==> config.mk <==
export PLATFORM = sky130hd
export DESIGN_NAME = legv8_multicycle_ctrl
export DESIGN_NICKNAME = d
export VERILOG_FILES = /design/src/rtl/legv8_pkg.sv /design/src/rtl/legv8_opcode_class.sv /design/src/rtl/legv8_multicycle_ctrl.sv
export SDC_FILE = /design/constraint.sdc
export NUM_CORES = 1
export LEC_CHECK = 0
export BUFFER_PORTS_ARGS = -buffer_cell sky130_fd_sc_hd__buf_2
export CAP_MARGIN = 20
export CORE_MARGIN = 2
export CORE_UTILIZATION = 40
export DETAILED_ROUTE_END_ITERATION = 10
export GPL_TIMING_DRIVEN = 0
export HOLD_SLACK_MARGIN = 0.1
export PLACE_DENSITY = 0.75
export SETUP_SLACK_MARGIN = 0.05
export SYNTH_ARGS = -nofsm -noshare
export SYNTH_HDL_FRONTEND = slang
export SYNTH_SLANG_ARGS = --single-unit
==> constraint.sdc <==
create_clock -name clk -period 1.55 [get_ports clk]
set_input_delay 0.0775 -clock clk [delete_from_list [all_inputs] [get_ports clk]]
set_output_delay 0.0775 -clock clk [all_outputs]
set_load 0.1 [all_outputs]
==> src/rtl/legv8_pkg.sv <==
// Shared LEGv8 control definitions: FSM states, opcode patterns and the
// mux/ALU/immediate encodings used by the sign extender and ALU control.
package legv8_pkg;

  typedef enum logic [3:0] {
    ST_FETCH   = 4'd0,
    ST_DECODE  = 4'd1,
    ST_EX_R    = 4'd2,
    ST_EX_ADDR = 4'd3,
    ST_MEM_RD  = 4'd4,
    ST_MEM_WR  = 4'd5,
    ST_WB_R    = 4'd6,
    ST_WB_LD   = 4'd7,
    ST_BR      = 4'd8,
    ST_CBZ     = 4'd9,
    ST_FAULT   = 4'd10
  } state_e;

  typedef enum logic [2:0] {
    CLS_R   = 3'd0,
    CLS_LD  = 3'd1,
    CLS_ST  = 3'd2,
    CLS_B   = 3'd3,
    CLS_CB  = 3'd4,
    CLS_ILL = 3'd5
  } op_class_e;

  // B matches opcode[10:5]; CBZ/CBNZ match opcode[10:3]
  localparam logic [5:0]  OP_B    = 6'b000101;
  localparam logic [7:0]  OP_CBZ  = 8'b10110100;
  localparam logic [7:0]  OP_CBNZ = 8'b10110101;
  localparam logic [10:0] OP_LDUR = 11'b11111000010;
  localparam logic [10:0] OP_STUR = 11'b11111000000;
  localparam logic [10:0] OP_ADD  = 11'b10001011000;
  localparam logic [10:0] OP_SUB  = 11'b11001011000;
  localparam logic [10:0] OP_AND  = 11'b10001010000;
  localparam logic [10:0] OP_ORR  = 11'b10101010000;

  localparam logic [1:0] ALU_ADD    = 2'b00;
  localparam logic [1:0] ALU_PASS_B = 2'b01;
  localparam logic [1:0] ALU_FUNCT  = 2'b10;

  localparam logic [1:0] SRCB_REG  = 2'b00;
  localparam logic [1:0] SRCB_FOUR = 2'b01;
  localparam logic [1:0] SRCB_IMM  = 2'b10;

  localparam logic [1:0] PC_PLUS4  = 2'b00;
  localparam logic [1:0] PC_BRANCH = 2'b01;

  localparam logic [1:0] IMM_B  = 2'b00;
  localparam logic [1:0] IMM_CB = 2'b01;
  localparam logic [1:0] IMM_D  = 2'b10;

endpackage

==> src/rtl/legv8_opcode_class.sv <==
// Combinational opcode classifier: instruction class, immediate format and
// illegal flag. Shared by the single-cycle and multicycle control units.
module legv8_opcode_class
  import legv8_pkg::*;
(
  input  logic [10:0] opcode,
  output op_class_e   op_class,
  output logic [1:0]  imm_sel,
  output logic        illegal
);

  // Classify the opcode; the patterns do not overlap so order is cosmetic
  always_comb begin
    op_class = CLS_ILL;
    imm_sel  = IMM_B;
    if (opcode[10:5] == OP_B) begin
      op_class = CLS_B;
      imm_sel  = IMM_B;
    end else if ((opcode[10:3] == OP_CBZ) || (opcode[10:3] == OP_CBNZ)) begin
      op_class = CLS_CB;
      imm_sel  = IMM_CB;
    end else begin
      case (opcode)
        OP_LDUR: begin
          op_class = CLS_LD;
          imm_sel  = IMM_D;
        end
        OP_STUR: begin
          op_class = CLS_ST;
          imm_sel  = IMM_D;
        end
        OP_ADD, OP_SUB, OP_AND, OP_ORR: begin
          op_class = CLS_R;
          imm_sel  = IMM_B;
        end
        default: begin
          op_class = CLS_ILL;
          imm_sel  = IMM_B;
        end
      endcase
    end
  end

  assign illegal = (op_class == CLS_ILL);

endmodule

==> src/rtl/legv8_multicycle_ctrl.sv <==
// LEGv8 multicycle control sequencer: Moore FSM driving datapath muxes and
// enables, with a memory-ready handshake, timeout and sticky fault state.
module legv8_multicycle_ctrl
  import legv8_pkg::*;
#(
  parameter int unsigned TIMEOUT_CYCLES = 16
) (
  input  logic        clk,
  input  logic        rst_n,
  input  logic [10:0] opcode,
  input  logic        zero,
  input  logic        mem_ready,
  output logic        mem_req,
  output logic        mem_we,
  output logic        mem_is_fetch,
  output logic        ir_write,
  output logic        pc_write,
  output logic        reg_write,
  output logic        mem_to_reg,
  output logic        reg2loc,
  output logic [1:0]  pc_src,
  output logic [1:0]  alu_src_b,
  output logic [1:0]  alu_op,
  output logic [1:0]  imm_sel,
  output logic [3:0]  state_o,
  output logic        fault
);

  localparam logic [7:0] TMO_LAST = 8'(TIMEOUT_CYCLES - 1);

  state_e     state_r;
  state_e     state_next_s;
  logic [7:0] tmo_cnt_r;
  logic [1:0] imm_sel_r;
  op_class_e  cls_s;
  logic [1:0] dec_imm_s;
  logic       dec_illegal_s;
  logic       mem_req_s;
  logic       tmo_hit_s;

  legv8_opcode_class u_opcode_class (
    .opcode   (opcode),
    .op_class (cls_s),
    .imm_sel  (dec_imm_s),
    .illegal  (dec_illegal_s)
  );

  assign mem_req_s = (state_r == ST_FETCH) || (state_r == ST_MEM_RD) || (state_r == ST_MEM_WR);
  // A ready on the expiring cycle is not a timeout
  assign tmo_hit_s = mem_req_s && !mem_ready && (tmo_cnt_r == TMO_LAST);

  // State register, memory timeout counter and held immediate select
  always_ff @(posedge clk or negedge rst_n) begin
    if (!rst_n) begin
      state_r   <= ST_FETCH;
      tmo_cnt_r <= 8'd0;
      imm_sel_r <= IMM_B;
    end else begin
      state_r <= state_next_s;
      if (!mem_req_s || mem_ready) tmo_cnt_r <= 8'd0;
      else                         tmo_cnt_r <= tmo_cnt_r + 8'd1;
      if (state_r == ST_DECODE) imm_sel_r <= dec_imm_s;
      else                      imm_sel_r <= imm_sel_r;
    end
  end

  // Next-state selection
  always_comb begin
    state_next_s = state_r;
    case (state_r)
      ST_FETCH: begin
        if (mem_ready)      state_next_s = ST_DECODE;
        else if (tmo_hit_s) state_next_s = ST_FAULT;
        else                state_next_s = ST_FETCH;
      end
      ST_DECODE: begin
        if (dec_illegal_s) begin
          state_next_s = ST_FAULT;
        end else begin
          case (cls_s)
            CLS_R:         state_next_s = ST_EX_R;
            CLS_LD, CLS_ST: state_next_s = ST_EX_ADDR;
            CLS_B:         state_next_s = ST_BR;
            CLS_CB:        state_next_s = ST_CBZ;
            default:       state_next_s = ST_FAULT;
          endcase
        end
      end
      ST_EX_R: state_next_s = ST_WB_R;
      ST_EX_ADDR: begin
        if (cls_s == CLS_ST) state_next_s = ST_MEM_WR;
        else                 state_next_s = ST_MEM_RD;
      end
      ST_MEM_RD: begin
        if (mem_ready)      state_next_s = ST_WB_LD;
        else if (tmo_hit_s) state_next_s = ST_FAULT;
        else                state_next_s = ST_MEM_RD;
      end
      ST_MEM_WR: begin
        if (mem_ready)      state_next_s = ST_FETCH;
        else if (tmo_hit_s) state_next_s = ST_FAULT;
        else                state_next_s = ST_MEM_WR;
      end
      ST_WB_R, ST_WB_LD, ST_BR, ST_CBZ: state_next_s = ST_FETCH;
      ST_FAULT: state_next_s = ST_FAULT;
      default:  state_next_s = ST_FAULT;
    endcase
  end

  // Output decode; held low during reset so no enable can pulse
  always_comb begin
    mem_req      = 1'b0;
    mem_we       = 1'b0;
    mem_is_fetch = 1'b0;
    ir_write     = 1'b0;
    pc_write     = 1'b0;
    reg_write    = 1'b0;
    mem_to_reg   = 1'b0;
    reg2loc      = 1'b0;
    pc_src       = PC_PLUS4;
    alu_src_b    = SRCB_REG;
    alu_op       = ALU_ADD;
    imm_sel      = IMM_B;
    fault        = 1'b0;
    if (!rst_n) begin
      mem_is_fetch = 1'b1;
    end else begin
      imm_sel = imm_sel_r;
      case (state_r)
        ST_FETCH: begin
          mem_req      = 1'b1;
          mem_is_fetch = 1'b1;
          alu_src_b    = SRCB_FOUR;
          ir_write     = mem_ready;
          pc_write     = mem_ready;
        end
        ST_EX_R:  alu_op = ALU_FUNCT;
        ST_WB_R:  reg_write = 1'b1;
        ST_EX_ADDR: begin
          alu_src_b = SRCB_IMM;
          reg2loc   = 1'b1;
        end
        ST_MEM_RD: mem_req = 1'b1;
        ST_MEM_WR: begin
          mem_req = 1'b1;
          mem_we  = 1'b1;
          reg2loc = 1'b1;
        end
        ST_WB_LD: begin
          reg_write  = 1'b1;
          mem_to_reg = 1'b1;
        end
        ST_BR: begin
          pc_write = 1'b1;
          pc_src   = PC_BRANCH;
        end
        // opcode[3] distinguishes CBNZ from CBZ
        ST_CBZ: begin
          reg2loc  = 1'b1;
          alu_op   = ALU_PASS_B;
          pc_src   = PC_BRANCH;
          pc_write = opcode[3] ? !zero : zero;
        end
        ST_FAULT: fault = 1'b1;
        default:  fault = 1'b0;
      endcase
    end
  end

  assign state_o = state_r;

endmodule

==> flow_summary_export.csv <==
group,metric,value,unit
run_status,status,"complete, but fails checks",
run_status,violations,"setup timing",
min_path,min_path_type,"primary input to flop",
cells_and_area,diodes,0,
grt,grt_pass1_vias,1143,
grt,antenna_found_initial,0,
worst_setup_path,critical_path_class,"flop to output port",
synth,syn_nets,133,
worst_setup_path,cp_num_buf_inv,3,
grt,grt_pass1_wl,5750,um
synth,synth_top_area_frac,0.360,
synth,yosysSeqAreaShare,0.360,
cells_and_area,nets,194,
clocking,cts_tree,"yes",
placed_design,dp_slack,-0.376,ns
worst_setup_path,slowest_stage,"dfrtp_4",
clocking,clockRootBuffer,"clkbuf_4",
worst_setup_path,crit_top_cell,"buf_6",
synth,ys_types,39,
worst_setup_path,end_kind,"output port",
run,maxCapViolCount,0,
synth,syn_area,972,um^2
synth,synth_top_area_cell,"dfrtp_1",
sta,rsz0062_at_grt,"yes",
sta,fin_ws,-0.269,ns
cells_and_area,drive_gt1_frac,0.627,
clocking,cts.clk_slew.worst_paths,0.10,ns
drt,first_pass_iters,4,
drt,drc_errors,0,
drt,ant_nets,0,
placed_design,portBuffers,34,
drt,drt_iter0_markers,60,
grt,grt_start_max_net_pins,15,
floorplan,io_pins,36,
cells_and_area,syn2layout_area_growth,106,%
sta,min_period,1.82,ns
floorplan,initial_core_util,0.431,
sta,fin_crit_sh,1.17,
worst_setup_path,critPathMaxFanout,7,
power,pwr_density_cell,397,nW/um^2
sta,fin_skew,0.0109,ns
synth,ys_seq_elements,14,
floorplan,dieArea,2840,um^2
cells_and_area,final_cell_mix,"buf_2, nor2_4, buf_4, buf_12, dfrtp_1",
sta,tightestPinTransition,0.650,ns
power,seqPwrFrac,0.460,
power,max-vdd-ir-drop,0.000550,V
floorplan,fp.dieH,53.3,um
power,clockPowerShare,0.364,
grt,gr-total-overflow,0,
worst_setup_path,critPathLaunchType,"flop",
sta,fmax,550,MHz
synth,ys_async_sr_fraction,1.00,
grt,grt_usage,0.306,
cells_and_area,fillers,96,
power,p_switching,243,uW
worst_setup_path,critical-path-top-delay-family,"buffers and inverters",
worst_setup_path,path_cells,"clkbuf_16 -> buf_6 -> o41ai_4 -> buf_6",
clocking,htreeDepth,1,
floorplan,die_w,53.3,um
synth,ys_top_cells_by_area,"dfrtp_1, nor2_1, nand2_1",
sta,setup_viol_count_final,18,
clocking,insertion_delay,0.31,ns
worst_setup_path,critPathMaxStageDelay,0.54,ns
sta,final_max_slew_viol_count,0,
cells_and_area,final_common_cell,"buf_2",
sta,relSlewSlack,0.565,
synth,yosys_warnings,0,
floorplan,core,2250,um^2
worst_setup_path,critPathRequiredTime,1.47,ns
drt,finalWirelength,4720,um
power,internal_power,550,uW
power,p_leak,0.812,nW
synth,netlist_instances,117,
power,comb_power_share,0.176,
power,switching_share,0.307,
synth,avgSynthCellArea,8.31,um^2
clocking,cts_made_buffers,3,
placed_design,placed_cell_area,1380,um^2
drt,wl_per_cell,23.0,um
clocking,ctsLongestPathBuffers,2,
clocking,cts.sinks,14,
power,power,793,uW
placed_design,hpwl,2000,um
worst_setup_path,worst-endpoint-arrival,1.74,ns
drt,vias,1232,
placed_design,place_congestion,0.832,
floorplan,rows,17,
synth,synth_ff_type,"dfrtp_1",
synth,synth-edff-count,0,
sta,finalHoldViolCount,0,
cells_and_area,final_area,2000,um^2
drt,avgViaCountPerCell,6.01,
-- synthesized netlist by cell type, types with 2 or more instances --
| library cell | instances |
|---|---|
| buf_6 | 2 |
| nor4_1 | 2 |
| nor2_1 | 21 |
| a21oi_1 | 2 |
| nand3_1 | 3 |
| xnor2_1 | 3 |
| and2_1 | 4 |
| and3_1 | 3 |
| o21ai_0 | 7 |
| clkbuf_1 | 4 |
| inv_1 | 2 |
| nand2b_1 | 4 |
| xor2_1 | 5 |
| nand4_1 | 3 |
| nand2_1 | 12 |
| dfrtp_1 | 14 |
| o211ai_1 | 2 |
| nor4b_1 | 3 |
-- power by group through the flow --
stage	registers, mW	logic [mW]	clock network, mW
2_1_floorplan	0.372	0.0805	0
3_3_place_gp	0.372	0.120	0
3_5_place_dp	0.372	0.123	0
4_1_cts	0.365	0.134	0.268
5_1_grt	0.365	0.147	0.300
6_report	0.365	0.140	0.289
-- final timing paths --
kind | end | from | cells past startpoint | slack, ns
max | mem_is_fetch | state_o[1] | 4 | -0.27
min | imm_sel_r[0] | opcode[8] | 3 | 0.11
max reg2reg | state_o[0] | tmo_cnt_r[4] | 4 | -0.24
min reg2reg | tmo_cnt_r[0] | tmo_cnt_r[0] | 1 | 0.50
max in group asynchronous | state_o[0] | rst_n | 2 | 0.72
min in group asynchronous | tmo_cnt_r[5] | rst_n | 2 | 0.34
-- what timing repair did --
item / in CTS / in global routing
buffers inserted: 14 / 7
pin swaps: 7 / 14
hold buffers: 1 / 0
setup endpoints to repair: 20 / 26
hold endpoints to repair: 14 / 0
gates resized for setup: 70 / 34
gates cloned: 0 / 1
-- stage by stage --
step / cells / setup TNS [ns] / util / hold WS (ns)
2_1_floorplan: 117 / -5.80 / - / -0.218
3_3_place_gp: 179 / -2.37 / 0.614 / -0.0167
3_5_place_dp: 179 / -3.59 / 0.614 / -0.00735
4_1_cts: 198 / -1.68 / 0.801 / 0.114
5_1_grt: 205 / -3.14 / 0.887 / 0.130
6_report: 205 / -2.69 / 0.887 / 0.109
-- worst reg2reg max path, delay by kind of cell (launching register included) --
family	cells	cell delay, ns
AO/OA/AOI/OAI	1	0.28
AND/OR/NAND/NOR	3	0.92
flip-flops	1	0.48
-- cell type report --
| class | count | area (um^2) | share of cell area |
|---|---|---|---|
| repair buffers | 57 | 591 | 0.295 |
| plain buffers | 7 | 119 | 0.0594 |
| flip-flops and latches | 14 | 365 | 0.183 |
| multi-input cells | 93 | 843 | 0.422 |
| clock buffers | 4 | 36.3 | 0.0181 |
| inverters | 2 | 11.3 | 0.00563 |
| well taps | 28 | 35.0 | 0.0175 |
-- sequential cells by signal, summed over array words and instances (netlist names) --
| signal | flops |
|---|---|
| imm_sel_r | 2 |
| tmo_cnt_r | 8 |
| state_o | 4 |
-- cells by family (layout without fill, tap and decap cells) --
| group | count (synthesis) | count (layout) | share of synthesized area |
|---|---|---|---|
| compound gates | 19 | 19 | 0.140 |
| buf+inv | 10 | 70 | 0.0592 |
| simple gates | 64 | 64 | 0.351 |
| flops | 14 | 14 | 0.360 |
| fa+ha+maj | 1 | 1 | 0.0129 |
| xor+xnor | 8 | 8 | 0.0721 |
| other cells | 1 | 1 | 0.00386 |
-- routing by layer --
| metal | part of all wire | routed length (um) | up-vias | track usage |
|---|---|---|---|---|
| met5 | 0 | 0 | - | 0 |
| met4 | 0.062 | 291 | 0 | 0.209 |
| met3 | 0.071 | 333 | 26 | 0.0763 |
| met2 | 0.50 | 2370 | 78 | 0.519 |
| met1 | 0.36 | 1720 | 592 | 0.329 |
| li1 | - | - | 536 | - |
Note: power is estimated with default switching activity, not from simulation.
